## src/rtl/vector_pkg.sv

```systemverilog
// Shared types and constants for the vector/ray-marcher datapath blocks.
// isq_tag_t rides alongside an operand through a shared unit so its result can be routed back.
package vector_pkg;

   localparam logic [31:0] FP_ONE  = 32'h0100_0000;
   localparam logic [31:0] SAT_MAX = 32'hFFFF_FFFF;

   // Sized for the largest supported client count (8); smaller arbiters leave upper bits zero.
   localparam int ID_W = 3;

   typedef struct packed {
      logic            vld;
      logic [ID_W-1:0] id;
      logic            zero;
   } isq_tag_t;

endpackage

```

## src/rtl/rr_arbiter.sv

```systemverilog
// Combinational round-robin arbiter: the first asserted request at or after ptr wins.
// Produces a one-hot grant plus its binary index; reusable for any shared unit.
module rr_arbiter #(
   parameter int N  = 4,
   parameter int IW = $clog2(N)
) (
   input  logic [N-1:0]  req,
   input  logic [IW-1:0] ptr,
   output logic [N-1:0]  grant,
   output logic [IW-1:0] grant_idx,
   output logic          grant_valid
);

   always_comb begin
      logic [IW:0] cand;
      grant       = '0;
      grant_idx   = '0;
      grant_valid = 1'b0;
      cand        = '0;
      // The extra bit in cand lets ptr+off wrap correctly for non-power-of-2 N.
      for (int off = 0; off < N; off++) begin
         cand = {1'b0, ptr} + (IW+1)'(off);
         if (cand >= (IW+1)'(N)) begin
            cand = cand - (IW+1)'(N);
         end
         if (!grant_valid && req[cand[IW-1:0]]) begin
            grant_valid               = 1'b1;
            grant[cand[IW-1:0]]       = 1'b1;
            grant_idx                 = cand[IW-1:0];
         end
      end
   end

endmodule

```

## src/rtl/inv_sqrt_arbiter.sv

```systemverilog
// Time-shares one pipelined inv_sqrt unit among N_REQ clients with round-robin issue,
// an ID-tag pipe matching the unit latency, and a 1-entry response register per client.
module inv_sqrt_arbiter
   import vector_pkg::*;
#(
   parameter int                WIDTH   = 32,
   parameter int                N_REQ   = 4,
   parameter int                LATENCY = 2,
   parameter logic [WIDTH-1:0]  SAT_MAX = vector_pkg::SAT_MAX
) (
   input  logic                    clk,
   input  logic                    rst_n,
   input  logic [N_REQ-1:0]        req_valid,
   input  logic [N_REQ*WIDTH-1:0]  req_x,
   output logic [N_REQ-1:0]        req_ready,
   output logic [N_REQ-1:0]        rsp_valid,
   output logic [N_REQ*WIDTH-1:0]  rsp_data,
   input  logic [N_REQ-1:0]        rsp_ready,
   output logic [WIDTH-1:0]        us_x,
   input  logic [WIDTH-1:0]        us_result,
   output logic                    busy
);

   localparam int IDX_W = $clog2(N_REQ);

   logic [IDX_W-1:0] ptr;
   logic [IDX_W-1:0] grant_idx;
   logic [N_REQ-1:0] grant;
   logic [N_REQ-1:0] eligible;
   logic [N_REQ-1:0] pending;
   logic [N_REQ-1:0] wb_sel;
   logic             grant_valid;
   logic [WIDTH-1:0] sel_x;
   isq_tag_t         issue_tag;
   isq_tag_t         pipe [LATENCY];
   isq_tag_t         tail;

   // A client with a result still unconsumed cannot issue again, so no writeback ever collides.
   assign eligible  = req_valid & ~pending;
   assign req_ready = grant;
   assign busy      = |pending;
   assign tail      = pipe[LATENCY-1];

   rr_arbiter #(.N(N_REQ)) u_rr (
      .req         (eligible),
      .ptr         (ptr),
      .grant       (grant),
      .grant_idx   (grant_idx),
      .grant_valid (grant_valid)
   );

   always_comb begin
      sel_x = '0;
      for (int i = 0; i < N_REQ; i++) begin
         if (grant[i]) begin
            sel_x = req_x[i*WIDTH +: WIDTH];
         end
      end
   end

   always_comb begin
      wb_sel = '0;
      for (int i = 0; i < N_REQ; i++) begin
         wb_sel[i] = tail.vld && (tail.id == ID_W'(i));
      end
   end

   // us_x only loads on a grant so the shared unit sees no toggling while idle.
   always_ff @(posedge clk or negedge rst_n) begin
      if (!rst_n) begin
         ptr       <= '0;
         us_x      <= '0;
         issue_tag <= '0;
      end else begin
         issue_tag <= '{vld: grant_valid, id: ID_W'(grant_idx), zero: grant_valid && (sel_x == '0)};
         if (grant_valid) begin
            ptr  <= (grant_idx == IDX_W'(N_REQ-1)) ? '0 : grant_idx + IDX_W'(1);
            us_x <= sel_x;
         end
      end
   end

   always_ff @(posedge clk or negedge rst_n) begin
      if (!rst_n) begin
         for (int k = 0; k < LATENCY; k++) begin
            pipe[k] <= '0;
         end
      end else begin
         pipe[0] <= issue_tag;
         for (int k = 1; k < LATENCY; k++) begin
            pipe[k] <= pipe[k-1];
         end
      end
   end

   // Zero operands bypass the unit result, which is meaningless for x == 0.
   always_ff @(posedge clk or negedge rst_n) begin
      if (!rst_n) begin
         pending   <= '0;
         rsp_valid <= '0;
         rsp_data  <= '0;
      end else begin
         for (int i = 0; i < N_REQ; i++) begin
            if (grant[i]) begin
               pending[i] <= 1'b1;
            end else if (rsp_valid[i] && rsp_ready[i]) begin
               pending[i] <= 1'b0;
            end
            if (wb_sel[i]) begin
               rsp_valid[i]                <= 1'b1;
               rsp_data[i*WIDTH +: WIDTH]  <= tail.zero ? SAT_MAX : us_result;
            end else if (rsp_valid[i] && rsp_ready[i]) begin
               rsp_valid[i] <= 1'b0;
            end
         end
      end
   end

   always_ff @(posedge clk) begin
      if (rst_n) begin
         assert ((wb_sel & rsp_valid) == '0);
      end
   end

endmodule

```

## config.mk

```make
export PLATFORM = sky130hd
export DESIGN_NAME = inv_sqrt_arbiter
export DESIGN_NICKNAME = d
export VERILOG_FILES = /design/src/rtl/vector_pkg.sv /design/src/rtl/rr_arbiter.sv /design/src/rtl/inv_sqrt_arbiter.sv
export SDC_FILE = /design/constraint.sdc
export NUM_CORES = 1
export LEC_CHECK = 0
export BUFFER_PORTS_ARGS = -buffer_cell sky130_fd_sc_hd__buf_2
export CORE_MARGIN = 10
export CORE_UTILIZATION = 51
export DETAILED_ROUTE_END_ITERATION = 6
export PLACE_DENSITY = 0.85
export SYNTH_ARGS = -nofsm -noshare
export SYNTH_HDL_FRONTEND = slang
export SYNTH_HIERARCHICAL = 1
export SYNTH_SLANG_ARGS = --single-unit
```

## constraint.sdc

```tcl
create_clock -name clk -period 5.37 [get_ports clk]
set_clock_uncertainty 0.2 [all_clocks]
set_input_delay 1.074 -clock clk [delete_from_list [all_inputs] [get_ports clk]]
set_output_delay 1.074 -clock clk [all_outputs]
set_load 0.01 [all_outputs]
```

==> results of run 1 <==
-- registers in the layout, summed over array words and instances (netlist names) --
signal,count
ptr,2
pending,4
rsp_valid,4
rsp_data,128
us_x,32
issue_tag,4
pipe,8
-- per-layer routing --
metal | GRT usage (%) | vias up | share of wire, %
li1 | - | 3366 | -
met1 | 30.4 | 3465 | 37
met2 | 42.4 | 424 | 49
met3 | 7.46 | 44 | 11
met4 | 11.0 | 0 | 3.1
met5 | 0 | - | 0
-- kinds of logic (layout without fill, tap and decap cells) --
kind of cell,count (synthesis),after routing,share of synthesized area [%]
AOI/OAI and AO/OA,260,260,19.4
and+or+nand+nor,221,221,12.2
DFF,182,182,58.1
buffers and inverters,71,398,3.94
muxes,33,33,5.36
adders and majority gates,6,6,0.958
-- placed cells by master, fill, tap and decap left out, types with 7 or more instances in the layout --
cell type  instances
o22ai_1           21
buf_4             12
a22oi_1           29
dfrtp_1          182
nor2b_1            7
buf_2            337
o21ai_0          105
mux2_2            26
nor2_1            80
clkbuf_16         17
a21oi_1           75
inv_1             14
nand2_1          107
-- per-stage QoR --
step / setup slack [ns] / cell area, sq um / power (uW)
floorplan: 1.15 / 7840 / 5400
detailed placement: 0.769 / 9650 / 6930
finish: 0.892 / 10200 / 8160
global placement: 0.839 / 9650 / 6820
CTS: 0.878 / 10200 / 8180
global route: 0.625 / 10200 / 8790
-- worst reg2reg max path, delay by kind of cell, from the launching register on --
kind                     cells  cell delay (ns)
AND/OR/NAND/NOR              5             1.43
flip-flops                   1             0.68
buffers and inverters        3             0.68
AO/OA/AOI/OAI                3             0.43
multiplexers                 1             0.39
adder cells (fa/ha/maj)      1             0.38
-- cell type report --
class	instances	area, sq um
fill	1140	4900
tap	188	235
sequential	182	4550
inverter	15	56.3
clock inverter	14	166
clock buffer	18	429
multi-input combinational	520	3000
timing repair buffer	351	1810
-- report_power, final --
part	internal (uW)	switching [uW]
logic	1810	2650
clock network	663	570
registers	2080	389
-- worst paths after layout --
kind,start,endpoint,cells past startpoint
worst max-delay path,ptr[0]$_DFFE_PN0P_,req_ready[2],8
worst min-delay path,pipe[5]$_DFF_PN0_,pipe[0]$_DFF_PN0_,0
worst max register to register,ptr[0]$_DFFE_PN0P_,issue_tag[0]$_DFF_PN0_,13
worst min register to register,pipe[5]$_DFF_PN0_,pipe[0]$_DFF_PN0_,0
max in group asynchronous,rst_n,us_x[2]$_DFFE_PN0P_,2
min in group asynchronous,rst_n,rsp_data[12]$_DFFE_PN0P_,1
==> metrics.md, run 1 <==
| Metric | Value |
|---|---|
| Setup bufs post-CTS | 0 |
| CP startpoint kind | flop |
| Top delay family on crit path | flip-flops |
| Pleak | 0.00515 uW |
| CP required | approximately 4 ns |
| Arrival @ worst endpoint | ~3.2 ns |
| Most frequent cell after synthesis | dfrtp_1 |
| # rows | 45 |
| CTS root buffer | clkbuf_16 |
| Post-Syn Area | 7840 sq um |
| Post-Place Cells | between 1k and 1.5k |
| Distinct cells, synth | between 40 and 50 |
| Ys Warns | 6 |
| Max-slew violations | 0 |
| Seq cells post-synth | 182 |
| Critical path, cell by cell | inv_1 > ha_1 > mux4_2 > nor4b_4 > a22oi_1 > o21ai_2 > buf_4 > buf_2 |
| Initial core utilization | about 52% |
| Pin count of the biggest net entering global routing | roughly 100 |
| Initial DRC count | 510 |
| Hold WS | roughly 0.15 ns |
| Clock Path Buffers | 2 |
| Outcome | finished, final reports clean |
| Worst VDD drop | ~0.48 mV |
| Crit. End Element | output pin |
| DRC Markers | 0 |
| CTS Buf Count | 17 |
| Vias per cell | 5.67 |
| Slew margin rel. | around 28% |
| Area leader, netlist | dfrtp_1 |
| CP bufs+invs | 3 |
| Antenna Nets Post-Route | 0 |
| Final hold vios | 0 |
| Drt first pass iters | 7 |
| Syn Area/Cell | about 10 sq um |
| I/O pin count | around 340 |
| Worst Tran Pin Value | 1.07 ns |
| Setup CP Type | flop to output pin |
| Top post-synthesis cells by area | dfrtp_1 (58%), o21ai_0 (6.9%), nand2_1 (5.1%), a21oi_1 (4.8%), nor2_1 (3.8%) |
| RD Place Congestion | about 0.95 |
| Final min period | ~4.5 ns |
| Synthesized instance count | 773 |
| Post-cts sizing count | 0 |
| # diodes | 0 |
| # clock sinks | 182 |
| Yosys top cell area share | roughly three fifths |
| Global Route Usage Sum | ~26% |
| Post-synth EDFFs | 0 |
| MaxCap Viol Count | 0 |
| DR vias | around 7.3k |
| Final setup violation count | 0 |
| Post-route setup TNS | 0 ns |
| Seq/Total Area, Yosys | between 50 and 60% |
| PD cells | 796 nW/um^2 |
| Gr ovfl total | 0 |
| Worst skew pair latency | ~0.43 ns |
| Finished Core Util | between 60% and 70% |
| Nets | ~1.3k |
| Final WL | about 27 mm |
| Max Fclk | about 220 MHz |
| Ys async rst share | 100% |
| Biggest cell delay along the critical path | between 0.6 and 0.7 ns |
| CTS tree | yes |
| Post-DP HPWL | approximately 21 mm |
| Routed len/inst | roughly 21 um |
| First-pass GRT wire length | slightly above 40 mm |
| H-tree levels | 4 |
| Core region area | around 15000 sq um |
| Top_reg_cell synth | dfrtp_1 |
| Initial antenna violation count | 0 |
| Area growth from synthesis to layout | 30.7% |
| Worst-path maximum fanout | 25 |
| Die ar. | 20700 sq um |
| Post-Syn Nets | between 900 and 1k |
| Layout Cells excl Fill | between 1k and 1.5k |
| Vias in the first global route | 7368 |
| Hold Path Class | flop to flop |
| I/O Buffers | approximately 340 |
| Die H | around 140 um |
| Hold buffer count at CTS | 0 |
| Synth cell count leaders | dfrtp_1 (182), o21ai_0 (108), nand2_1 (107) |
| Clock transition at path regs | roughly 0.07 ns |
| Period utilization | between 80% and 90% |
| Die W | between 100 and 150 um |
| Reg2Reg Setup Slack | 1.09 ns |
| Share of cells above drive strength 1 | between 30% and 40% |
| RSZ-0062 raised after global routing | no |
| Slowest-stage cell, CP | dfrtp_1 |
Note: power is estimated with default switching activity, not from simulation.
==> run 2: changes to the inputs <==
--- a/config.mk
+++ b/config.mk
@@ -5,11 +5,12 @@
 export SDC_FILE = /design/constraint.sdc
 export NUM_CORES = 1
 export LEC_CHECK = 0
+export ABC_AREA = 1
 export BUFFER_PORTS_ARGS = -buffer_cell sky130_fd_sc_hd__buf_2
 export CORE_MARGIN = 10
-export CORE_UTILIZATION = 51
+export CORE_UTILIZATION = 44
 export DETAILED_ROUTE_END_ITERATION = 6
-export PLACE_DENSITY = 0.85
+export PLACE_DENSITY = 0.76
 export SYNTH_ARGS = -nofsm -noshare
 export SYNTH_HDL_FRONTEND = slang
 export SYNTH_HIERARCHICAL = 1
==> constraint.sdc (replaced) <==
create_clock -name clk -period 3.7 [get_ports clk]
set_clock_uncertainty 0.2 [all_clocks]
set_input_delay 0.74 -clock clk [delete_from_list [all_inputs] [get_ports clk]]
set_output_delay 0.74 -clock clk [all_outputs]
set_load 0.01 [all_outputs]
==> run 2 against run 1 <==
- synthesized area rose by 11%
- count of clock-buffer cells in the layout is the same
- power rose by 66%
- utilization shrank 10 points
- sequential power rose by 46%
- critical path depth rose by 2
- non-clock buffer count rose by 3
- sequential cell count stayed put
- cell count grew 34%
- register-to-register slack got worse by 0.64 ns
==> metrics.md, run 2 <==
| Metric | Value |
|---|---|
| Final min period | about 3.4 ns |
| Slew margin rel. | 18.1% (was 28.2%) |
| RSZ-0062 raised after global routing | no (unchanged) |
| Area growth from synthesis to layout | 28.6% (was 30.7%) |
| PD cells | 1220 nW/um^2 (was 796 nW/um^2) |
| Top delay family on crit path | simple AND/OR/NAND/NOR gates (was flip-flops) |
| Synth cell count leaders | nand2_1 (577), dfrtp_1 (182), nor2_1 (112) (was dfrtp_1 (182), o21ai_0 (108), nand2_1 (107)) |
| Top post-synthesis cells by area | dfrtp_1 (53%), nand2_1 (25%), nor2_1 (4.9%), a21oi_1 (2.3%), or2_2 (2.3%) (was dfrtp_1 (58%), o21ai_0 (6.9%), nand2_1 (5.1%), a21oi_1 (4.8%), nor2_1 (3.8%)) |
| Critical path, cell by cell | inv_1 > ha_1 > inv_1 > nand3_1 > nand2_1 > nor2_1 > a21oi_1 > nand3_1 > buf_4 > buf_2 (was inv_1 > ha_1 > mux4_2 > nor4b_4 > a22oi_1 > o21ai_2 > buf_4 > buf_2) |
| # rows | 51 (was 45) |
| CP required | 2.76 ns (was 4.10 ns) |
| Reg-to-Reg End | issue_tag[0]$_DFF_PN0_ (unchanged) |
| Synthesized instance count | 1128 (was 773) |
| Core region area | 19400 sq um (was 15100 sq um) |
| MaxCap Viol Count | 0 (unchanged) |
| Fill cells | 1900 (was 1140) |
| Final hold vios | 0 (unchanged) |
| Most frequent cell after synthesis | nand2_1 (was dfrtp_1) |
| Post-cts sizing count | 0 (unchanged) |
| CTS Buf Count | 17 (unchanged) |
| Commonest cells after routing, fill and taps aside | nand2_1 (577), buf_2 (337), dfrtp_1 (182) (was buf_2 (337), dfrtp_1 (182), nand2_1 (107)) |
| Most common cell after layout, fill and taps aside | nand2_1 (was buf_2) |
| I/O pin count | 339 (unchanged) |
| Clock transition at path regs | 0.08 ns (was 0.07 ns) |
| Reg2Reg Setup Slack | 0.45 ns (was 1.09 ns) |
| Area leader, netlist | dfrtp_1 (unchanged) |
| Finished Core Util | 57.5% (was 67.7%) |
| Switching share of power | 49.9% (was 44.2%) |
| DR vias | 8588 (was 7299) |
| Seq/Total Area, Yosys | 52.6% (was 58.1%) |
| Biggest cell delay along the critical path | 0.38 ns (was 0.68 ns) |
| Hold Path Class | input pin to async pin (was flop to flop) |
| Clock power share | 13.2% (was 15.1%) |
| Die H | 160 um (was 144 um) |
| Vias per cell | 4.98 (was 5.67) |
| FF-to-FF path depth | 19 (was 13) |
| Vias in the first global route | 8803 (was 7368) |
| Max Fclk | roughly 300 MHz |
| Yosys top cell area share | 52.6% (was 58.1%) |
| Final setup violation count | 0 (unchanged) |
| Initial core utilization | 44.7% (was 51.7%) |
| Psw | 6760 uW (was 3600 uW) |
| Reg-to-reg startpoint | ptr[1]$_DFFE_PN0P_ (was ptr[0]$_DFFE_PN0P_) |
| Share of cells above drive strength 1 | 30.7% (was 39.0%) |
| Initial DRC count | 572 (was 510) |
| Hold buffer count at CTS | 0 (unchanged) |
| Post-synth EDFFs | 0 (unchanged) |
| Slowest-stage cell, CP | ha_1 (was dfrtp_1) |
| Clock Path Buffers | 2 (unchanged) |
| CP startpoint kind | flop (unchanged) |
| Drt first pass iters | 5 (was 7) |
| Post-route setup TNS | 0 ns (unchanged) |
| Worst Tran Pin Value | 1.23 ns (was 1.07 ns) |
| Combinational power share | 60.2% (was 54.6%) |
| Post-Syn Nets | 1304 (was 949) |
| Pleak | 0.00638 uW (was 0.00515 uW) |
| Largest regs | rsp_data (128), us_x (32), pipe (8) (unchanged) |
| Most flops, register | rsp_data (unchanged) |
| Max-slew violations | 0 (unchanged) |
| Top_reg_cell synth | dfrtp_1 (unchanged) |
| Worst skew pair latency | 0.42 ns (was 0.43 ns) |
| Largest register FFs | 128 (unchanged) |
| Routed len/inst | 17.3 um (was 21.1 um) |
| Die W | 160 um (was 144 um) |
| Setup bufs post-CTS | 0 (unchanged) |
| CTS root buffer | clkbuf_16 (unchanged) |
| Sequential power share | 26.6% (was 30.3%) |
| Initial antenna violation count | 2 (was 0) |
| Seq cells post-synth | 182 (unchanged) |
| Global Route Usage Sum | 23.0% (was 25.6%) |
| Arrival @ worst endpoint | 2.48 ns (was 3.20 ns) |
| I/O Buffers | 338 (unchanged) |
| Gr ovfl total | 0 (unchanged) |
| CP bufs+invs | 4 (was 3) |
| Period utilization | 92.4% |
| Post-DP HPWL | 22.2 mm (was 20.9 mm) |
| Syn Area/Cell | 7.68 sq um (was 10.1 sq um) |
| Outcome | finished, final reports clean (unchanged) |
| Setup CP Type | flop to output pin (unchanged) |
| Internal power | 6780 uW (was 4560 uW) |
| H-tree levels | 4 (unchanged) |
| RD Place Congestion | 0.904 (was 0.952) |
| Ys async rst share | 100% (unchanged) |
| # diodes | 0 (unchanged) |
| Die ar. | 25700 sq um (was 20700 sq um) |
| Antenna Nets Post-Route | 0 (unchanged) |
| Tot Pwr | 13500 uW (was 8160 uW) |
| Pin count of the biggest net entering global routing | 81 (was 102) |
| Nets | 1621 (was 1263) |
| Distinct cells, synth | 31 (was 47) |
| CTS tree | yes (unchanged) |
| First-pass GRT wire length | 47.7 mm (was 41.2 mm) |
| # clock sinks | 182 (unchanged) |
| Worst-path maximum fanout | 10 (was 25) |
| Worst VDD drop | 0.768 mV (was 0.477 mV) |
| Post-Syn Area | 8660 sq um (was 7840 sq um) |
| Final instance area | 11100 sq um (was 10200 sq um) |
| Final WL | 29.9 mm (was 27.2 mm) |
| DRC Markers | 0 (unchanged) |
| Ys Warns | 6 (unchanged) |
| Crit. End Element | output pin (unchanged) |
| Placement Cell Area | 10600 sq um (was 9650 sq um) |
-- run 2: cell types whose count changed after synthesis, sizes merged, moves of 22 or more --
| cell | delta |
|---|---|
| a21oi | -35 |
| a22oi | -34 |
| a31oi | +30 |
| mux2 | -26 |
| nand2 | +478 |
| nand3 | +22 |
| nor2 | +44 |
| o21ai | -104 |
| o22ai | -22 |
| or2 | +32 |
-- run 2: cell type report --
class	count	area [sq um]	share of cell area (%)
Tap cell	265	332	2.97
Multi-Input combinational cell	862	3690	33.1
Sequential cell	182	4550	40.9
Timing Repair Buffer	354	1870	16.8
Clock buffer	18	429	3.85
Clock inverter	14	163	1.46
Inverter	28	109	0.977
-- run 2: through the flow --
stage	hold WS [ns]	cells	worst slack, ns
global placement	0.132	1691	0.334
CTS	0.151	1723	0.273
floorplan	0.131	1128	0.821
detailed placement	0.135	1691	0.268
global route	0.155	1723	0.0812
finish	0.131	1723	0.281
-- run 2: how the worst max path moves through the flow --
stage                       start                endpoint  slack [ns]  depth (start not counted)
2_1_floorplan  ptr[0]$_DFFE_PN0P_  issue_tag[0]$_DFF_PN0_        0.82                         21
6_report       ptr[1]$_DFFE_PN0P_            req_ready[1]        0.28                         10
4_1_cts        ptr[1]$_DFFE_PN0P_            req_ready[1]        0.27                         10
5_1_grt        ptr[1]$_DFFE_PN0P_            req_ready[2]        0.08                         10
3_5_place_dp         req_valid[1]  issue_tag[0]$_DFF_PN0_        0.27                         21
3_3_place_gp         req_valid[3]  issue_tag[0]$_DFF_PN0_        0.33                         21
-- run 2: routing by layer --
metal | routed length [um] | vias to the layer above | part of all wire, % | GRT usage [%]
li1 | - | 4140 | - | -
met1 | 12100 | 3972 | 40 | 27.7
met2 | 14200 | 427 | 47 | 37.9
met3 | 2830 | 45 | 9.5 | 7.54
met4 | 755 | 4 | 2.5 | 7.97
met5 | 23 | - | 0.077 | 0
-- run 2: cells by family (layout without fill, tap and decap cells) --
| kind of cell | Yosys count | in the layout | share of synthesized area (%) |
|---|---|---|---|
| compound gates | 82 | 82 | 5.39 |
| fa+ha+maj | 6 | 6 | 0.866 |
| buf+inv | 84 | 414 | 5.05 |
| flops | 182 | 182 | 52.6 |
| simple gates | 774 | 774 | 36.1 |
-- run 2: power by group through the flow --
| stage | clock [uW] | sequential, uW | combinational [uW] |
|---|---|---|---|
| 3_3_place_gp | 0 | 3610 | 8060 |
| 2_1_floorplan | 0 | 3990 | 5280 |
| 3_5_place_dp | 0 | 3620 | 8240 |
| 6_report | 1780 | 3600 | 8160 |
| 4_1_cts | 1820 | 3600 | 8270 |
| 5_1_grt | 1910 | 3710 | 9270 |
==> run 3: changes to the inputs <==
--- a/config.mk
+++ b/config.mk
@@ -8,10 +8,9 @@
 export ABC_AREA = 1
 export BUFFER_PORTS_ARGS = -buffer_cell sky130_fd_sc_hd__buf_2
 export CORE_MARGIN = 10
-export CORE_UTILIZATION = 44
+export CORE_UTILIZATION = 45
 export DETAILED_ROUTE_END_ITERATION = 6
-export PLACE_DENSITY = 0.76
+export PLACE_DENSITY = 0.78
 export SYNTH_ARGS = -nofsm -noshare
 export SYNTH_HDL_FRONTEND = slang
-export SYNTH_HIERARCHICAL = 1
 export SYNTH_SLANG_ARGS = --single-unit
==> run 3 against run 2 <==
- non-clock buffer count grew 3
- hold slack gained 0.019 ns
- combinational power shrank 8.7%
- sequential share of layout area shrank 0.50 points
- clock power is essentially flat
- synthesized cell count shrank 4.6%
- fmax shrank 2.7%
- die area shrank 1.3%
- synthesized area grew 0.81%
- global-route usage grew 0.44 points
- sequential power is essentially flat
- sequential cell count is the same
- largest power group unchanged
==> metrics.md, run 3 <==
| Metric | Value |
|---|---|
| Die W | 159 um (was 160 um) |
| Sequential cell area | 4560 sq um (was 4550 sq um) |
| Final setup violation count | 0 (unchanged) |
| Antenna Nets Post-Route | 0 (unchanged) |
| Nets | 1579 (was 1621) |
| MaxCap Viol Count | 0 (unchanged) |
| Worst VDD drop | 0.672 mV (was 0.768 mV) |
| Share of cells above drive strength 1 | 35.0% (was 30.7%) |
| Period utilization | 95.0% (was 92.4%) |
| Global Route Usage Sum | 23.4% (was 23.0%) |
| Max Fclk | 285 MHz (was 292 MHz) |
| CP bufs+invs | 4 (unchanged) |
| # rows | 50 (was 51) |
| Hold Path Class | flop to flop (was input pin to async pin) |
| Post-DP HPWL | 23.5 mm (was 22.2 mm) |
| Arrival @ worst endpoint | 2.57 ns (was 2.48 ns) |
| Clock transition at path regs | 0.07 ns (was 0.08 ns) |
| Routed len/inst | 18.3 um (was 17.3 um) |
| Syn Area/Cell | 8.12 sq um (was 7.68 sq um) |
| Ys Warns | 0 (was 6) |
| Seq cells post-synth | 182 (unchanged) |
| Largest regs | rsp_data (128), us_x (32), pipe (8) (unchanged) |
| Slowest-stage cell, CP | dfrtp_2 (was ha_1) |
| I/O Buffers | 338 (unchanged) |
| Final min period | 3.51 ns (was 3.42 ns) |
| Commonest cells after routing, fill and taps aside | nand2_1 (526), buf_2 (337), dfrtp_1 (180) (was nand2_1 (577), buf_2 (337), dfrtp_1 (182)) |
| Initial core utilization | 46.2% (was 44.7%) |
| Most common cell after layout, fill and taps aside | nand2_1 (unchanged) |
| CP startpoint kind | flop (unchanged) |
| Synth cell count leaders | nand2_1 (526), dfrtp_1 (182), a21oi_1 (52) (was nand2_1 (577), dfrtp_1 (182), nor2_1 (112)) |
| Drt first pass iters | 5 (unchanged) |
| Pin count of the biggest net entering global routing | 87 (was 81) |
| Fill cells | 1703 (was 1900) |
| Most flops, register | rsp_data (unchanged) |
| Final WL | 30.7 mm (was 29.9 mm) |
| Die H | 159 um (was 160 um) |
| Hold WS | 0.150 ns (was 0.131 ns) |
| CTS root buffer | clkbuf_16 (unchanged) |
| Core region area | 18900 sq um (was 19400 sq um) |
| Most frequent cell after synthesis | nand2_1 (unchanged) |
| I/O pin count | 339 (unchanged) |
| Layout Cells excl Fill | 1676 (was 1723) |
| Largest register FFs | 128 (unchanged) |
| Post-Place Cells | 1642 (was 1691) |
| Distinct cells, synth | 35 (was 31) |
| Biggest cell delay along the critical path | 0.46 ns (was 0.38 ns) |
| Final hold vios | 0 (unchanged) |
| Gr ovfl total | 0 (unchanged) |
| CP required | 2.76 ns (about the same) |
| DR vias | 8340 (was 8588) |
| Seq/Total Area, Yosys | 52.1% (was 52.6%) |
| Pleak | 0.00643 uW (was 0.00638 uW) |
| H-tree levels | 4 (unchanged) |
| Post-Syn Nets | 1252 (was 1304) |
| Top_reg_cell synth | dfrtp_1 (unchanged) |
| Post-Syn Area | 8730 sq um (was 8660 sq um) |
| Post-synth EDFFs | 0 (unchanged) |
| Ys async rst share | 100% (unchanged) |
| Max-slew violations | 0 (unchanged) |
| Critical path, cell by cell | inv_2 > ha_1 > inv_2 > nand3_1 > nand2_2 > nand2_4 > nor2_8 > nand3_2 > nand2_8 > buf_12 > buf_2 (was inv_1 > ha_1 > inv_1 > nand3_1 > nand2_1 > nor2_1 > a21oi_1 > nand3_1 > buf_4 > buf_2) |
| DRC Markers | 0 (unchanged) |
| PD cells | 1140 nW/um^2 (was 1220 nW/um^2) |
| Worst skew pair latency | 0.42 ns (about the same) |
| CTS Buf Count | 17 (unchanged) |
| Slew margin rel. | 23.8% (was 18.1%) |
| Vias in the first global route | 8719 (was 8803) |
| # diodes | 0 (unchanged) |
| Vias per cell | 4.98 (about the same) |
| # clock sinks | 182 (unchanged) |
| Area used by multi-input combinational logic | 3740 sq um (was 3690 sq um) |
| Area leader, netlist | dfrtp_1 (unchanged) |
| Area growth from synthesis to layout | 29.3% (was 28.6%) |
| Clock Path Buffers | 2 (unchanged) |
| Worst-path maximum fanout | 35 (was 10) |
| RD Place Congestion | 0.973 (was 0.904) |
| First-pass GRT wire length | 47.9 mm (was 47.7 mm) |
| Initial antenna violation count | 0 (was 2) |
| CP dominant cell by count | inv_2 |
| Synthesized instance count | 1076 (was 1128) |
| Yosys top cell area share | 52.1% (was 52.6%) |
| Die ar. | 25400 sq um (was 25700 sq um) |
| Hold buffer count at CTS | 0 (unchanged) |
| Outcome | finished, final reports clean (unchanged) |
| CTS tree | yes (unchanged) |
| Top post-synthesis cells by area | dfrtp_1 (52%), nand2_1 (23%), mux2_2 (4.1%), a21oi_1 (3.0%), or2_2 (2.8%) (was dfrtp_1 (53%), nand2_1 (25%), nor2_1 (4.9%), a21oi_1 (2.3%), or2_2 (2.3%)) |
| Top delay family on crit path | simple AND/OR/NAND/NOR gates (unchanged) |
| Worst Tran Pin Value | 1.14 ns (was 1.23 ns) |
| Setup CP Type | flop to output pin (unchanged) |
| Crit. End Element | output pin (unchanged) |
| Initial DRC count | 465 (was 572) |
## run 3: cell types whose count changed after synthesis, moves of 7 or more
cell | before | now
nand3_1 | 21 | 44
nor2_2 | 10 | 2
or2_2 | 32 | 39
inv_1 | 23 | 43
a31oi_1 | 31 | 1
nand2_1 | 577 | 526
mux2_2 | 0 | 32
nor2_1 | 112 | 48
a21oi_1 | 40 | 52
## run 3: cell type report
| class | instances | area share [%] |
|---|---|---|
| sequential | 182 | 40.4 |
| clock buffer | 19 | 3.92 |
| timing repair buffer | 357 | 16.8 |
| clock inverter | 13 | 1.22 |
| tap | 260 | 2.88 |
| multi-input combinational | 796 | 33.1 |
| inverter | 49 | 1.67 |
## run 3: timing repair
action                     4_1_cts  5_1_grt
setup buffers                    0        2
pin swaps                        0        1
resized for setup                4        4
gates cloned                     0        0
setup endpoints to repair        4        4
## run 3: logic make-up after synthesis
group           Yosys count  synth area share, %
simple gates            692                 33.4
compound gates           65                 3.94
flops                   182                 52.1
mux                      32                 4.13
xor+xnor                  1                0.100
fa+ha+maj                 6                0.859
buf+inv                  98                 5.41
## run 3: worst paths after layout
kind                            slack, ns              startpoint  cells after the start                         to
worst max register to register       0.44      ptr[1]$_DFFE_PN0P_                     21     issue_tag[0]$_DFF_PN0_
min in group asynchronous            0.18                   rst_n                      1   rsp_data[39]$_DFFE_PN0P_
worst min-delay path                 0.15  issue_tag[4]$_DFF_PN0_                      0          pipe[9]$_DFF_PN0_
worst min register to register       0.15  issue_tag[4]$_DFF_PN0_                      0          pipe[9]$_DFF_PN0_
worst max-delay path                 0.19      ptr[1]$_DFFE_PN0P_                     11               req_ready[2]
max in group asynchronous            2.29                   rst_n                      2  rsp_data[113]$_DFFE_PN0P_
## run 3: worst reg2reg max path, stage by stage, from the launching register on
cell and delay [ns]:
dfrtp_2 0.46, inv_2 0.15, ha_1 0.30, inv_2 0.12, nand3_1 0.10, nand2_2 0.12
nand2_4 0.08, nor2_8 0.15, nand3_1 0.11, nand2_1 0.33, buf_4 0.32, nand2_1 0.08
nand2_1 0.06, nand2_1 0.09, nand2_1 0.08, nand2_1 0.07, nand2_1 0.08, inv_1 0.05
nand2_1 0.05, nor2_1 0.04, nand2_1 0.08, nor2_1 0.05
## run 3: power by group
part           switching, uW  internal [uW]
Sequential               571           3030
Clock                    824            969
Combinational           4770           2680
## run 3: per-stage QoR
stage / worst slack (ns) / power [uW] / utilization [%] / TNS (ns) / cell area [sq um]
2_1_floorplan: 0.797 / 8520 / - / 0 / 8730
3_3_place_gp: 0.369 / 10900 / 56.5 / 0 / 10700
3_5_place_dp: 0.313 / 11000 / 56.5 / 0 / 10700
4_1_cts: 0.0310 / 12900 / 59.6 / 0 / 11300
5_1_grt: -0.00572 / 14000 / 59.8 / -0.0108 / 11300
6_report: 0.185 / 12900 / 59.8 / 0 / 11300
## run 3: per-layer routing
metal | GRT usage, % | vias to the layer above | wire length, um
met5 | 0 | - | 0
met4 | 10.2 | 0 | 1110
met3 | 6.92 | 65 | 2630
met2 | 39.9 | 423 | 15100
met1 | 26.8 | 3859 | 11800
li1 | - | 3993 | -
